### src/rtl/pwm_capture_pkg.sv
// Shared definitions for the PWM capture path: FSM state encoding and the
// default counter width that the PWM driver also uses.
package pwm_capture_pkg;

  localparam int unsigned PWM_CNT_W = 24;

  typedef enum logic [1:0] {
    ST_IDLE = 2'd0,
    ST_HIGH = 2'd1,
    ST_LOW  = 2'd2
  } state_e;

endpackage

### src/rtl/sync_edge.sv
// Multi-flop synchronizer for an asynchronous pin, followed by a previous-value
// flop that provides single-cycle rise/fall strobes.
module sync_edge #(
  parameter int unsigned SYNC_STAGES = 2
) (
  input  logic clk,
  input  logic rst_n,
  input  logic async_i,
  output logic sync_o,
  output logic rise_o,
  output logic fall_o
);

  logic [SYNC_STAGES-1:0] sync_q;
  logic                   prev_q;

  always_ff @(posedge clk) begin
    if (!rst_n) begin
      sync_q <= '0;
      prev_q <= 1'b0;
    end else begin
      sync_q <= {sync_q[SYNC_STAGES-2:0], async_i};
      prev_q <= sync_q[SYNC_STAGES-1];
    end
  end

  assign sync_o = sync_q[SYNC_STAGES-1];
  assign rise_o = sync_o & ~prev_q;
  assign fall_o = ~sync_o & prev_q;

endmodule

### src/rtl/pwm_capture.sv
// Measures high time and period of an asynchronous PWM input in clk cycles,
// flagging a stuck input when no full period arrives within counter range.
module pwm_capture
  import pwm_capture_pkg::*;
#(
  parameter int unsigned CNT_W       = PWM_CNT_W,
  parameter int unsigned SYNC_STAGES = 2
) (
  input  logic             clk,
  input  logic             rst_n,
  input  logic             pwm_in,
  output logic [CNT_W-1:0] high_cnt,
  output logic [CNT_W-1:0] period_cnt,
  output logic             valid,
  output logic             stuck,
  output logic             stuck_level
);

  localparam logic [CNT_W-1:0] CNT_MAX = '1;
  localparam logic [CNT_W-1:0] CNT_ONE = CNT_W'(1);

  logic sync, rise, fall;

  state_e           state_q, state_d;
  logic [CNT_W-1:0] cnt_q, cnt_d;
  logic [CNT_W-1:0] hi_lat_q, hi_lat_d;
  logic [CNT_W-1:0] high_q, high_d;
  logic [CNT_W-1:0] period_q, period_d;
  logic             valid_q, valid_d;
  logic             stuck_q, stuck_d;
  logic             stuck_lvl_q, stuck_lvl_d;

  logic             sat;
  logic [CNT_W-1:0] cnt_inc;

  sync_edge #(
    .SYNC_STAGES(SYNC_STAGES)
  ) u_sync_edge (
    .clk    (clk),
    .rst_n  (rst_n),
    .async_i(pwm_in),
    .sync_o (sync),
    .rise_o (rise),
    .fall_o (fall)
  );

  // Holding at CNT_MAX (rather than wrapping) lets a fall on the saturating
  // cycle still reach LOW, where the next cycle then flags stuck.
  assign sat     = (cnt_q == CNT_MAX);
  assign cnt_inc = sat ? cnt_q : cnt_q + CNT_ONE;

  always_ff @(posedge clk) begin
    if (!rst_n) begin
      state_q <= ST_IDLE;
    end else begin
      state_q <= state_d;
    end
  end

  always_comb begin
    state_d = state_q;
    unique case (state_q)
      ST_IDLE: if (rise) state_d = ST_HIGH;
      ST_HIGH: begin
        if (fall)     state_d = ST_LOW;
        else if (sat) state_d = ST_IDLE;
      end
      ST_LOW: begin
        if (rise)     state_d = ST_HIGH;
        else if (sat) state_d = ST_IDLE;
      end
      default: state_d = ST_IDLE;
    endcase
  end

  // An edge takes priority over saturation in the same cycle.
  always_comb begin
    cnt_d       = cnt_q;
    hi_lat_d    = hi_lat_q;
    high_d      = high_q;
    period_d    = period_q;
    valid_d     = 1'b0;
    stuck_d     = stuck_q;
    stuck_lvl_d = stuck_lvl_q;
    unique case (state_q)
      ST_IDLE: begin
        if (rise) begin
          cnt_d   = CNT_ONE;
          stuck_d = 1'b0;
        end
      end
      ST_HIGH: begin
        if (fall) begin
          hi_lat_d = cnt_q;
          cnt_d    = cnt_inc;
        end else if (sat) begin
          stuck_d     = 1'b1;
          stuck_lvl_d = sync;
        end else begin
          cnt_d = cnt_inc;
        end
      end
      ST_LOW: begin
        if (rise) begin
          period_d = cnt_q;
          high_d   = hi_lat_q;
          valid_d  = 1'b1;
          cnt_d    = CNT_ONE;
        end else if (sat) begin
          stuck_d     = 1'b1;
          stuck_lvl_d = sync;
        end else begin
          cnt_d = cnt_inc;
        end
      end
      default: ;
    endcase
  end

  always_ff @(posedge clk) begin
    if (!rst_n) begin
      cnt_q       <= '0;
      hi_lat_q    <= '0;
      high_q      <= '0;
      period_q    <= '0;
      valid_q     <= 1'b0;
      stuck_q     <= 1'b0;
      stuck_lvl_q <= 1'b0;
    end else begin
      cnt_q       <= cnt_d;
      hi_lat_q    <= hi_lat_d;
      high_q      <= high_d;
      period_q    <= period_d;
      valid_q     <= valid_d;
      stuck_q     <= stuck_d;
      stuck_lvl_q <= stuck_lvl_d;
    end
  end

  assign high_cnt    = high_q;
  assign period_cnt  = period_q;
  assign valid       = valid_q;
  assign stuck       = stuck_q;
  assign stuck_level = stuck_lvl_q;

endmodule
### config.mk
export PLATFORM = sky130hd
export DESIGN_NAME = pwm_capture
export DESIGN_NICKNAME = d
export VERILOG_FILES = /design/src/rtl/pwm_capture_pkg.sv /design/src/rtl/sync_edge.sv /design/src/rtl/pwm_capture.sv
export SDC_FILE = /design/constraint.sdc
export NUM_CORES = 1
export LEC_CHECK = 0
export CAP_MARGIN = 25
export CORE_MARGIN = 2
export CORE_UTILIZATION = 50
export CTS_CLUSTER_SIZE = 28
export DETAILED_ROUTE_END_ITERATION = 8
export PLACE_DENSITY = 0.74
export SYNTH_ARGS = -nofsm -noshare
export SYNTH_HDL_FRONTEND = slang
export SYNTH_SLANG_ARGS = --single-unit
### constraint.sdc
create_clock -name clk -period 2 [get_ports clk]
set_clock_uncertainty 0.15 [all_clocks]
set_input_delay 0.5 -clock clk [delete_from_list [all_inputs] [get_ports clk]]
set_output_delay 0.5 -clock clk [all_outputs]
set_load 0.02 [all_outputs]
## Word level (Yosys, flattened, before mapping)

Index checks and enable logic that the tools add are counted.

- Input port bits: 3
- Logic and storage cells: 51
- Register bits after elaboration: 104
- Output and inout bits: 51

- Multiplexer cells: 21
- Add/subtract/negate cells: 1
- Bitwise gates (word level): 4
- Reductions and logical operators: 9
- Eq/ne operators: 6

Operator list:

| cell | number |
|---|---|
| $mux W24 | 5 |
| $pmux W24 S3 | 1 |
| $add A24 B1 Y24 const B | 1 |
| $eq A24 B24 Y1 const B | 1 |
| $mux W1 | 8 |
| $mux W2 | 4 |
| $reduce_and A2 Y1 | 4 |
| $ne A2 B2 Y1 const B | 3 |
| $pmux W2 S3 | 1 |
| $reduce_and A4 Y1 | 1 |
| $pmux W1 S3 | 1 |
| $reduce_and A3 Y1 | 1 |
| $reduce_bool A3 Y1 | 1 |
| $and A1 B1 Y1 | 2 |
| $eq A2 B1 Y1 const B | 1 |
| $eq A2 B2 Y1 const B | 1 |
| $logic_not A2 Y1 | 1 |
| $not A1 Y1 | 2 |
| $pmux W1 S2 | 1 |
| $reduce_bool A2 Y1 | 1 |

## Longest topological paths before layout

Gate-level depths: netlist (run 1).

- Depth in word-level cells: 5
- Depth in mapped cells: 8
- Depth with buffers taken out: 7

## Modules after synthesis

A second synthesis (run 1) with hierarchy kept.

- Cell total of the unflattened synthesis: 543
- Area total of the unflattened synthesis: 4,335.4 sq um

By module, submodules not included:

| module | seq. area each (sq um) | cells each | instances | area an instance (sq um) |
|---|---|---|---|---|
| pwm_capture | 2,021.9 | 535 | 1 | 4,244.1 |
| sync_edge | 60.1 | 8 | 1 | 91.3 |

## Worst setup path before layout (run 1)

Ideal clock, no wire load.

- Kind: register to register
- From: register state_q[0]
- To: register cnt_q[14]
- Cell stages (with the launch flop): 7
- Buffers on the path: 0
- Required time: 1.778 ns
- Library setup time: 0.072 ns
- Arrival time: 1.977 ns
- Slack: -0.200 ns
- Clock period less this slack: 2.200 ns
- Cells stage by stage: dfxtp_1 > ha_1 > nand3b_2 > a2111oi_4 > nand3_4 > or4b_1 > a21oi_1

- Longest elaborated chain between the ends: 3
- Elaborated cells between the ends (all ways): 7
- Classes of those cells: eq/ne (3); mux (1); reduce/logical (3)

Ends and longest elaborated chain:

| what | RTL line | source |
|---|---|---|
| start, declared | pwm_capture.sv:24 | `state_e state_q, state_d;` |
| start signal, assigned | pwm_capture.sv:56 | `state_q <= state_d;` |
| $eq A2 B2 Y1 (tied with other cells) | pwm_capture.sv:85 | `unique case (state_q)` |
| $reduce_bool A3 Y1 (no line) or $ne A2 B2 Y1 (tied branches) | -- |  |
| $reduce_and A2 Y1 (no line) | -- |  |
| end signal, assigned | pwm_capture.sv:130 | `cnt_q <= cnt_d;` |
| end, declared | pwm_capture.sv:25 | `logic [CNT_W-1:0] cnt_q, cnt_d;` |

Several ways; a longest one is shown, not always the timed one.
A chain may end at the register's enable or synchronous reset.

## Worst setup path in the final report (run 1)

- From: register u_sync_edge.prev_q
- To: register cnt_q[14]

- Longest elaborated chain between the ends: 4
- Elaborated cells between the ends (all ways): 8
- Classes of those cells: eq/ne (1); mux (3); bitwise (3); reduce/logical (1)

Ends and longest elaborated chain:

| what | RTL line | source |
|---|---|---|
| start, declared | sync_edge.sv:15 | `logic prev_q;` |
| start signal, assigned | sync_edge.sv:23 | `prev_q <= sync_q[SYNC_STAGES-1];` |
| $not A1 Y1 | sync_edge.sv:28 | `assign rise_o = sync_o & ~prev_q;` |
| $and A1 B1 Y1 | sync_edge.sv:28 |  |
| $mux W24 or $ne A2 B2 Y1 (tied branches) | -- |  |
| $pmux W24 S3 or $reduce_and A2 Y1 (tied branches) | -- |  |

Several ways; a longest one is shown, not always the timed one.

==> results of run 1 <==
[synthesized netlist by cell type, drive strengths merged, types with 2 or more instances]
cell | count | share of area, %
clkbuf | 27 | 2.3
nand3 | 13 | 1.8
and4 | 3 | 0.60
nand2b | 3 | 0.43
or4 | 3 | 0.51
a21boi | 74 | 13
nand4 | 9 | 1.8
inv | 7 | 0.60
ha | 5 | 1.4
nand2 | 156 | 13
xor2 | 5 | 1.0
or2 | 3 | 0.43
dfxtp | 104 | 47
nor4 | 4 | 0.57
nor3 | 3 | 0.34
o21ai | 12 | 1.4
buf | 7 | 0.94
nor3b | 2 | 0.34
and3 | 3 | 0.43
nor2 | 13 | 1.1
or3 | 10 | 1.5
o31ai | 4 | 0.68
mux2i | 2 | 0.46
nand3b | 4 | 0.77
a21oi | 17 | 2.0
o211ai | 3 | 0.51
and2 | 6 | 0.86
[state kept, by name, summed over array words and instances (netlist names)]
name and flops:
stuck 1, period_cnt 24, stuck_level 1, u_sync_edge.prev_q 1, hi_lat_q 24, valid 1, state_q 2, high_cnt 24
u_sync_edge.sync_q 2, cnt_q 24
[through the flow]
step | instances | setup TNS (ns) | setup slack, ns
CTS | 717 | 0 | 0.00185
finish | 721 | -0.0583 | -0.0583
global placement | 699 | 0 | 0.0264
floorplan | 518 | -0.00378 | -0.00378
detailed placement | 699 | -0.0470 | -0.0270
global route | 721 | -0.372 | -0.0942
[cell families after synthesis]
logic type,share of synthesized area (%)
AOI/OAI and AO/OA,20.4
xor gates and xnor gates,0.999
adders and majority gates,1.43
buffers and inverters,3.85
DFF,47.5
muxes,0.457
and+or+nand+nor,25.4
[worst max path at each step]
stage                endpoint               start  depth (start not counted)
4_1_cts        period_cnt[18]      period_cnt[18]                          1
5_1_grt             cnt_q[14]          state_q[0]                          7
3_5_place_dp      stuck_level           cnt_q[11]                          5
2_1_floorplan       cnt_q[14]            cnt_q[9]                          6
3_3_place_gp         cnt_q[7]  u_sync_edge.prev_q                          6
6_report            cnt_q[14]  u_sync_edge.prev_q                          6
[cell type report]
class,instances,area [µm²]
sequential,104,2100
multi-input combinational,373,2250
inverter,7,28.8
timing repair buffer,113,1100
fill,696,2760
clock inverter,7,87.6
clock buffer,9,124
tap,108,135
[metal layers]
layer  up-vias  global-route usage (%)  share of wire (%)
met5         -                       0                  0
met4         0                    8.44                1.9
met3        17                    3.02                5.5
met2       104                    39.2                 48
met1      1817                    29.6                 44
li1       1939                       -                  -
[worst max-delay path, delay by kind of cell (launching register included)]
family                 cells  cell delay, ns
AOI/OAI and AO/OA          2            0.50
buffers and inverters      1            0.21
DFF                        1            0.32
and+or+nand+nor            3            0.82
[power breakdown]
group          internal, W  switching (W)
Combinational     0.000120       0.000142
Sequential         0.00208      0.0000118
Clock             0.000605       0.000791
[timing repair]
action	CTS	global route
setup buffers	2	4
resized for setup	11	59
setup endpoints to repair	12	56
pin swaps	3	6
==> parameters.txt, run 1 <==
Parameter                              Value

Hold path
  Worst Hold Launch    u_sync_edge.sync_q[0]
  Type of the worst min-delay path    register to register
  Cell depth of the worst min-delay path    1
  Min-Delay Endpoint    u_sync_edge.sync_q[1]

Cells and area
  Total non-filler cell area in the finished layout    5830 µm²
  Most common cell after layout, fill and taps aside    sky130_fd_sc_hd__nand2_1
  Fraction of final layout cells sized beyond drive strength 1    19.2%
  Utilization after layout    67.8%
  Commonest cells after routing, fill and taps aside    155 x sky130_fd_sc_hd__nand2_1, 94 x sky130_fd_sc_hd__dfxtp_1, 73 x sky130_fd_sc_hd__a21boi_0
  Nets@finish    616
  Area delta synth->final    32.9%
  Antenna Cells    0

Clocking
  # hold bufs at CTS    0
  TritonCTS clock tree    yes
  CTS Buffer Depth    2
  CTS clk-pin slew, worst paths    0.11 ns
  Number of sinks on the clock net    104
  CTS root buf    sky130_fd_sc_hd__clkbuf_8
  Clk_lat worst skew    0.38 ns
  Num CTS Buffers    9
  CTS H-tree lvls    3

Setup path
  Maximum single-stage delay on the critical path    0.51 ns
  Startpoint types    register
  Endpoint of the worst-slack reg-to-reg timing path    cnt_q[14]
  R2R depth    6
  Category of the worst setup path capture point    register
  Classification of the worst setup path    register to register
  Crit path max fanout    6
  Startpoint of the lowest-slack register-to-register path    u_sync_edge.prev_q
  Register-to-Register Setup Slack    -0.06 ns
  Worst endpoint required time    2.17 ns
  Data arrival at the endpoint of the critical path    2.23 ns
  Max stage delay cell, worst path    sky130_fd_sc_hd__or4b_4
  Cell-by-cell trace of the critical path    nand2b_2, a2111oi_4, buf_4, nand3_4, or4b_4, a21oi_2

Power
  Worst supply voltage drop on vdd    0.000343 V
  Power Dens Cells    643 nW/µm²
  Total design power    0.00375 W
  Leakage dissipation    2.64 nW

STA
  Highest attainable clock frequency    486 MHz
  Number of hold violations in the final report    0
  Final Critical Period    2.06 ns
  Setup slack of the critical path after layout    -0.0583 ns
  Final setup violation count    1
  Worst rel slew slack    68.7%
  RSZ-0062 raised after global routing    true
  Max-slew violation total from the final report    0
  Ratio of final minimum period to clock period    103%
  Post-Route Hold Slack    0.295 ns
  Worst slew pin tran    0.470 ns

Drt
  Number of optimization iterations in the first detailed-route pass    4
  Post-DR vias/cell    5.38
  DR DRC count    0
  DR WL/cell    15.1 µm
  WL final    10,900 µm
  Via count    3,877
  Iteration-0 DRC count of the detailed router    162
  ANT nets after route    0

Floorplan
  Initial core utilization    51.0%
  Row Count    34
  Die Area    9540 µm²
  I/O pin count    54
  Width of the die    97.7 µm
  Die boundary height    97.7 µm
  Total core area    8590 µm²

Place
  Gp weighted congestion    0.936
  Total cell area at the placement stage    5390 µm²
  Buffers on Ports    53
  Placed wire-length estimate    7770 µm

Status
  Violations in the final reports    negative setup slack
  Outcome    finished with violations

Synth
  Post-synthesis net count    526
  Top FF cell, synth    sky130_fd_sc_hd__dfxtp_1
  FFs w/ async S/R, synth    0%
  Sequential area share after synthesis    47.5%
  Avg Synthesized Cell Area    8.47 µm²
  Number of warnings reported in the yosys synthesis log    0
  Number of synthesized flops with an enable pin    0
  Synthesized instance count    518
  Synth unique cells    52
  Combined area of all synthesized cells    4390 µm²
  Flip-flop and latch count after synthesis    104

Global routing
  Number of antenna violations at the first check in global routing    0
  Global route overflow    0
  First-pass GRT wire length    18,000 µm
  Pin count of the biggest net entering global routing    44
  Number of global-route vias before repair    3,810
  Global-route usage over all layers    22.9%

Job
  Total of max-cap violations    0
Power figures use the tool's default switching activity.
==> inputs of run 2 (changes only) <==
CELL_PAD_IN_SITES_DETAIL_PLACEMENT = 2   (was not set)
CELL_PAD_IN_SITES_GLOBAL_PLACEMENT = 2   (was not set)
CORE_UTILIZATION = 30   (was 50)
PLACE_DENSITY = 0.73   (was 0.74)
==> parameters.txt, run 2 (same netlist as run 1, synthesis figures left out) <==
Parameter                              Value

Clocking
  CTS Buffer Depth    2 (unchanged)
  TritonCTS clock tree    yes
  Number of sinks on the clock net    104 (unchanged)
  CTS H-tree lvls    3 (unchanged)
  CTS root buf    sky130_fd_sc_hd__clkbuf_16
  # hold bufs at CTS    0 (unchanged)
  Num CTS Buffers    9 (unchanged)
  Clk_lat worst skew    0.35 ns (-0.03 ns)
  CTS clk-pin slew, worst paths    0.07 ns (-0.04 ns)

Setup path
  Worst endpoint required time    2.13 ns (-0.04 ns)
  Capturing instance or port of the critical path    cnt_q[20]
  Number of cells on the critical path    7 (+1)
  Startpoint of the worst setup timing path    state_q[1]
  Max stage delay cell, worst path    sky130_fd_sc_hd__dfxtp_4
  Count of buffer and inverter cells on the critical path    1 (unchanged)
  Classification of the worst setup path    register to register
  Cell class contributing the biggest share of worst-path delay    simple AND/OR/NAND/NOR gates
  Crit path max fanout    6 (unchanged)
  Register-to-Register Setup Slack    -0.08 ns (-0.02 ns)
  Data arrival at the endpoint of the critical path    2.21 ns (-0.02 ns)
  Endpoint of the worst-slack reg-to-reg timing path    cnt_q[20]
  Startpoint types    register
  Cell-by-cell trace of the critical path    ha_4, nand3b_4, a2111oi_4, buf_6, nand4_1, or3_4, a21oi_2
  Category of the worst setup path capture point    register
  R2R depth    7 (+1)
  Startpoint of the lowest-slack register-to-register path    state_q[1]
  Maximum single-stage delay on the critical path    0.38 ns (-0.13 ns)

STA
  Highest attainable clock frequency    482 MHz (-0.84%)
  Final Critical Period    2.08 ns (+0.0175 ns)
  Worst rel slew slack    69.9% (+1.2 points)
  Final setup violation count    5 (+4)
  RSZ-0062 raised after global routing    true
  Number of hold violations in the final report    0 (unchanged)
  Max-slew violation total from the final report    0 (unchanged)
  Ratio of final minimum period to clock period    104% (+0.87 points)
  Worst slew pin tran    0.451 ns (-0.0187 ns)
  Setup slack of the critical path after layout    -0.0758 ns (-0.0175 ns)
  Post-Route Hold Slack    0.312 ns (+0.0168 ns)

Global routing
  Number of global-route vias before repair    4,328 (+14%)
  Number of antenna violations at the first check in global routing    0 (unchanged)
  Pin count of the biggest net entering global routing    57 (+30%)
  Global-route usage over all layers    18.8% (-4.1 points)
  First-pass GRT wire length    23,400 µm (+30%)
  Global route overflow    0 (unchanged)

Status
  Violations in the final reports    negative setup slack
  Outcome    finished with violations

Hold path
  Cell depth of the worst min-delay path    2 (+1)
  Type of the worst min-delay path    register to register

Cells and area
  Area delta synth->final    37.6%
  Nets@finish    620 (+0.65%)
  Count of fill cells added during filler insertion    1,587 (+130%)
  Most common cell after layout, fill and taps aside    sky130_fd_sc_hd__nand2_1
  Antenna Cells    0 (unchanged)
  Fraction of final layout cells sized beyond drive strength 1    21.0% (+1.7 points)
  Commonest cells after routing, fill and taps aside    153 x sky130_fd_sc_hd__nand2_1, 97 x sky130_fd_sc_hd__dfxtp_1, 72 x sky130_fd_sc_hd__a21boi_0

Job
  Total of max-cap violations    0 (unchanged)

Power
  Leakage dissipation    2.28 nW (-14%)
  Power share of the sequential group    52.0% (-3.8 points)
  Fraction of power spent switching nets    23.7% (-1.5 points)
  Net switching component of the power    0.000953 W (+0.83%)
  Fraction of power consumed by combinational cells    7.3% (+0.3 points)
  Total design power    0.00402 W (+7.2%)
  Power Dens Cells    666 nW/µm² (+3.5%)
  Int Power    0.00307 W (+9.3%)
  Power share of the clock group    40.6% (+3.4 points)
  Worst supply voltage drop on vdd    0.000418 V (+22%)

Drt
  DR WL/cell    18.0 µm (+19%)
  Post-DR vias/cell    4.99 (-7.2%)
  Iteration-0 DRC count of the detailed router    164 (+1.2%)
  WL final    14,400 µm (+32%)
  Via count    3,988 (+2.9%)
  ANT nets after route    0 (unchanged)
  Number of optimization iterations in the first detailed-route pass    4 (unchanged)
  DR DRC count    0 (unchanged)

Place
  Gp weighted congestion    0.847 (-9.5%)
  Buffers on Ports    53 (unchanged)
  Placed wire-length estimate    9880 µm (+27%)
  Dpl ws    -0.232 ns (-0.205 ns)

Floorplan
  Width of the die    125 µm (+28%)
  I/O pin count    54 (unchanged)
  Total core area    14,400 µm² (+68%)
  Row Count    44 (+29%)
  Initial core utilization    30.4% (-21 points)
  Die Area    15,600 µm² (+64%)
  Die boundary height    125 µm (+28%)
## run 2: worst min-delay path by stage
stage | start | to | slack, ns
global placement | hi_lat_q[18] | high_cnt[18] | 0.30
finish | high_cnt[10] | high_cnt[10] | 0.31
CTS | period_cnt[0] | period_cnt[0] | 0.32
detailed placement | period_cnt[0] | period_cnt[0] | 0.31
global route | high_cnt[7] | high_cnt[7] | 0.34
floorplan | u_sync_edge.sync_q[0] | u_sync_edge.sync_q[1] | 0.26
## run 2: what timing repair did
action | in CTS | in global routing
setup buffers | 5 | 4
pin swaps | 4 | 12
endpoints found under the setup margin | 30 | 68
resized for setup | 19 | 51
## run 2: layer usage
layer	track usage, %	vias to the layer above	part of all wire [%]	routed length [µm]
met5	0	-	0	0
li1	-	1948	-	-
met3	2.66	15	1.8	264
met4	6.93	0	2.0	287
met2	32.0	47	49	7060
met1	24.3	1978	47	6790
## run 2: layout make-up
class	count	area (µm²)	share of cell area, %
Clock buffer	10	239	3.96
Multi-Input combinational cell	373	2310	38.4
Inverter	7	28.8	0.477
Timing Repair Buffer	117	1100	18.3
Sequential cell	104	2100	34.7
Tap cell	184	230	3.82
Clock inverter	4	22.5	0.373
## run 2: power groups by stage
stage / registers, W / logic (W) / clock network (W)
final: 0.00209 / 0.000295 / 0.00163
after global routing: 0.00209 / 0.000321 / 0.00179
after CTS: 0.00209 / 0.000275 / 0.00170
after detailed placement: 0.00214 / 0.000259 / 0
after global placement: 0.00214 / 0.000247 / 0
after floorplan: 0.00214 / 0.000136 / 0
## run 2: metrics by stage
stage | setup TNS [ns] | area (µm²) | util, % | std cells
after global placement | -1.93 | 5480 | 38.0 | 776
after floorplan | -0.00378 | 4430 | - | 518
final | -0.216 | 6030 | 41.8 | 799
after global routing | -0.771 | 6030 | 41.8 | 799
after CTS | -0.0182 | 5840 | 40.5 | 795
after detailed placement | -4.46 | 5480 | 38.0 | 776
## run 2: worst reg2reg max path: stages, from the launching register on
cell	delay (ns)
sky130_fd_sc_hd__dfxtp_4	0.38
sky130_fd_sc_hd__ha_4	0.18
sky130_fd_sc_hd__nand3b_4	0.17
sky130_fd_sc_hd__a2111oi_4	0.21
sky130_fd_sc_hd__buf_6	0.19
sky130_fd_sc_hd__nand4_1	0.19
sky130_fd_sc_hd__or3_4	0.38
sky130_fd_sc_hd__a21oi_2	0.16
==> inputs of run 3 (changes only) <==
CORE_UTILIZATION = 36   (was 30)
PLACE_DENSITY = 0.83   (was 0.73)
clock period = 2.4 ns   (was 2 ns; I/O delays follow)
==> parameters.txt, run 3 (same netlist as run 1, synthesis figures left out) <==
Parameter                              Value

Setup path
  R2R depth    6 (-1)
  Classification of the worst setup path    register to register
  Crit path max fanout    4 (-2)
  Register-to-Register Setup Slack    0.11 ns (+0.19 ns)
  Worst endpoint required time    2.54 ns (+0.41 ns)
  Startpoint types    register
  Category of the worst setup path capture point    register
  Endpoint of the worst-slack reg-to-reg timing path    cnt_q[13]
  Startpoint of the lowest-slack register-to-register path    state_q[0]
  Data arrival at the endpoint of the critical path    2.43 ns (+0.22 ns)

Cells and area
  FF+latch area    2080 µm² (-0.66%)
  Nets@finish    597 (-3.7%)
  Total non-filler cell area in the finished layout    5570 µm² (-7.6%)
  Commonest cells after routing, fill and taps aside    156 x sky130_fd_sc_hd__nand2_1, 104 x sky130_fd_sc_hd__dfxtp_1, 73 x sky130_fd_sc_hd__a21boi_0
  Fraction of final layout cells sized beyond drive strength 1    12.1% (-8.9 points)
  Count of fill cells added during filler insertion    1,355 (-15%)
  Area of combinational cells with multiple inputs    2150 µm² (-7.1%)
  Area delta synth->final    27.1%
  Most common cell after layout, fill and taps aside    sky130_fd_sc_hd__nand2_1
  Antenna Cells    0 (unchanged)
  Utilization after layout    46.6% (+4.8 points)

Drt
  Via count    3,997 (+0.23%)
  Number of optimization iterations in the first detailed-route pass    4 (unchanged)
  DR DRC count    0 (unchanged)
  DR WL/cell    19.2 µm (+6.3%)
  Iteration-0 DRC count of the detailed router    123 (-25%)
  ANT nets after route    0 (unchanged)
  WL final    14,200 µm (-1.4%)
  Post-DR vias/cell    5.39 (+8.1%)

Clocking
  TritonCTS clock tree    yes
  Clk_lat worst skew    0.36 ns (about the same)
  CTS root buf    sky130_fd_sc_hd__clkbuf_16
  CTS H-tree lvls    3 (unchanged)
  Number of sinks on the clock net    104 (unchanged)
  Num CTS Buffers    9 (unchanged)
  # hold bufs at CTS    0 (unchanged)
  CTS Buffer Depth    2 (unchanged)
  CTS clk-pin slew, worst paths    0.07 ns (about the same)

Status
  Outcome    complete, no violations

Place
  Total cell area at the placement stage    5270 µm² (-3.9%)
  Placed wire-length estimate    9930 µm (+0.54%)
  Gp weighted congestion    0.835 (-1.4%)
  Buffers on Ports    53 (unchanged)

Power
  Total design power    0.00337 W (-16%)
  Int Power    0.00257 W (-16%)
  Leakage dissipation    1.83 nW (-20%)
  Fraction of power spent switching nets    23.9% (+0.20 points)
  Worst supply voltage drop on vdd    0.000284 V (-32%)
  Power Dens Cells    605 nW/µm² (-9.1%)
  Power share of the clock group    42.8% (+2.2 points)
  Net switching component of the power    0.000807 W (-15%)
  Fraction of power consumed by combinational cells    5.6% (-1.7 points)
  Power share of the sequential group    51.5% (-0.5 points)

Global routing
  Global-route usage over all layers    22.6% (+3.8 points)
  Number of antenna violations at the first check in global routing    0 (unchanged)
  Pin count of the biggest net entering global routing    49 (-14%)
  Global route overflow    0 (unchanged)
  First-pass GRT wire length    22,700 µm (-2.8%)
  Number of global-route vias before repair    4,414 (+2.0%)

STA
  Highest attainable clock frequency    437 MHz (-9.3%)
  Post-Route Hold Slack    0.302 ns (-0.0103 ns)
  Worst rel slew slack    67.1% (-2.9 points)
  Number of hold violations in the final report    0 (unchanged)
  Worst slew pin tran    0.489 ns (+0.0377 ns)
  Max-slew violation total from the final report    0 (unchanged)
  Ratio of final minimum period to clock period    95.4% (-8.4 points)
  Final setup violation count    0 (-5)
  Final Critical Period    2.29 ns (+0.213 ns)

Hold path
  Worst Hold Launch    u_sync_edge.sync_q[0]
  Cell depth of the worst min-delay path    1 (-1)
  Min-Delay Endpoint    u_sync_edge.sync_q[1]
  Type of the worst min-delay path    register to register

Floorplan
  Die boundary height    114 µm (-8.4%)
  Total core area    12,000 µm² (-17%)
  Width of the die    114 µm (-8.4%)
  I/O pin count    54 (unchanged)
  Die Area    13,100 µm² (-16%)
  Row Count    40 (-9.1%)
  Initial core utilization    36.7% (+6.3 points)

Job
  Total of max-cap violations    0 (unchanged)
run 3: through the flow:
step / std cells / setup TNS (ns) / setup slack [ns]
5_1_grt: 741 / -0.0371 / -0.0371
2_1_floorplan: 518 / 0 / 0.200
3_3_place_gp: 724 / 0 / 0.203
3_5_place_dp: 724 / 0 / 0.110
4_1_cts: 740 / 0 / 0.0651
6_report: 741 / 0 / 0.111
run 3: final cells by class:
cell class	instances	share of cell area, %
Inverter	7	0.471
Multi-Input combinational cell	373	38.6
Tap cell	147	3.30
Sequential cell	104	37.4
Timing Repair Buffer	94	15.2
Clock inverter	4	0.471
Clock buffer	12	4.60
run 3: metal layers:
metal	vias up	GRT usage [%]	share of wire (%)
li1	1902	-	-
met1	2021	26.3	44
met2	54	40.9	52
met3	20	4.08	2.3
met4	0	8.94	1.9
met5	-	0	0
run 3: repair_timing:
action	4_1_cts	5_1_grt
gates resized for setup	0	3
hold endpoints to repair	0	0
buffers inserted	0	1
setup endpoints to repair	0	6
run 3: critical path, stage by stage (launching register included):
cell and delay, ns:
sky130_fd_sc_hd__dfxtp_1 0.35, sky130_fd_sc_hd__ha_1 0.25, sky130_fd_sc_hd__nand3b_2 0.26, sky130_fd_sc_hd__a21oi_1 0.27, sky130_fd_sc_hd__nand2_1 0.18, sky130_fd_sc_hd__nor4_1 0.51, sky130_fd_sc_hd__mux2i_1 0.24
run 3: power by group through the flow:
stage	combinational [W]	clock (W)	sequential, W
4_1_cts	0.000189	0.00147	0.00174
2_1_floorplan	0.000106	0	0.00178
5_1_grt	0.000205	0.00155	0.00174
3_5_place_dp	0.000183	0	0.00178
3_3_place_gp	0.000174	0	0.00178
6_report	0.000190	0.00145	0.00174
run 3: how the worst max path moves through the flow:
| stage | from | endpoint | slack (ns) | cells after the start |
|---|---|---|---|---|
| floorplan | state_q[0] | cnt_q[14] | 0.20 | 6 |
| global placement | state_q[0] | cnt_q[14] | 0.20 | 7 |
| detailed placement | state_q[0] | cnt_q[14] | 0.11 | 7 |
| CTS | state_q[0] | cnt_q[14] | 0.07 | 7 |
| global route | state_q[0] | cnt_q[13] | -0.04 | 6 |
| finish | state_q[0] | cnt_q[13] | 0.11 | 6 |
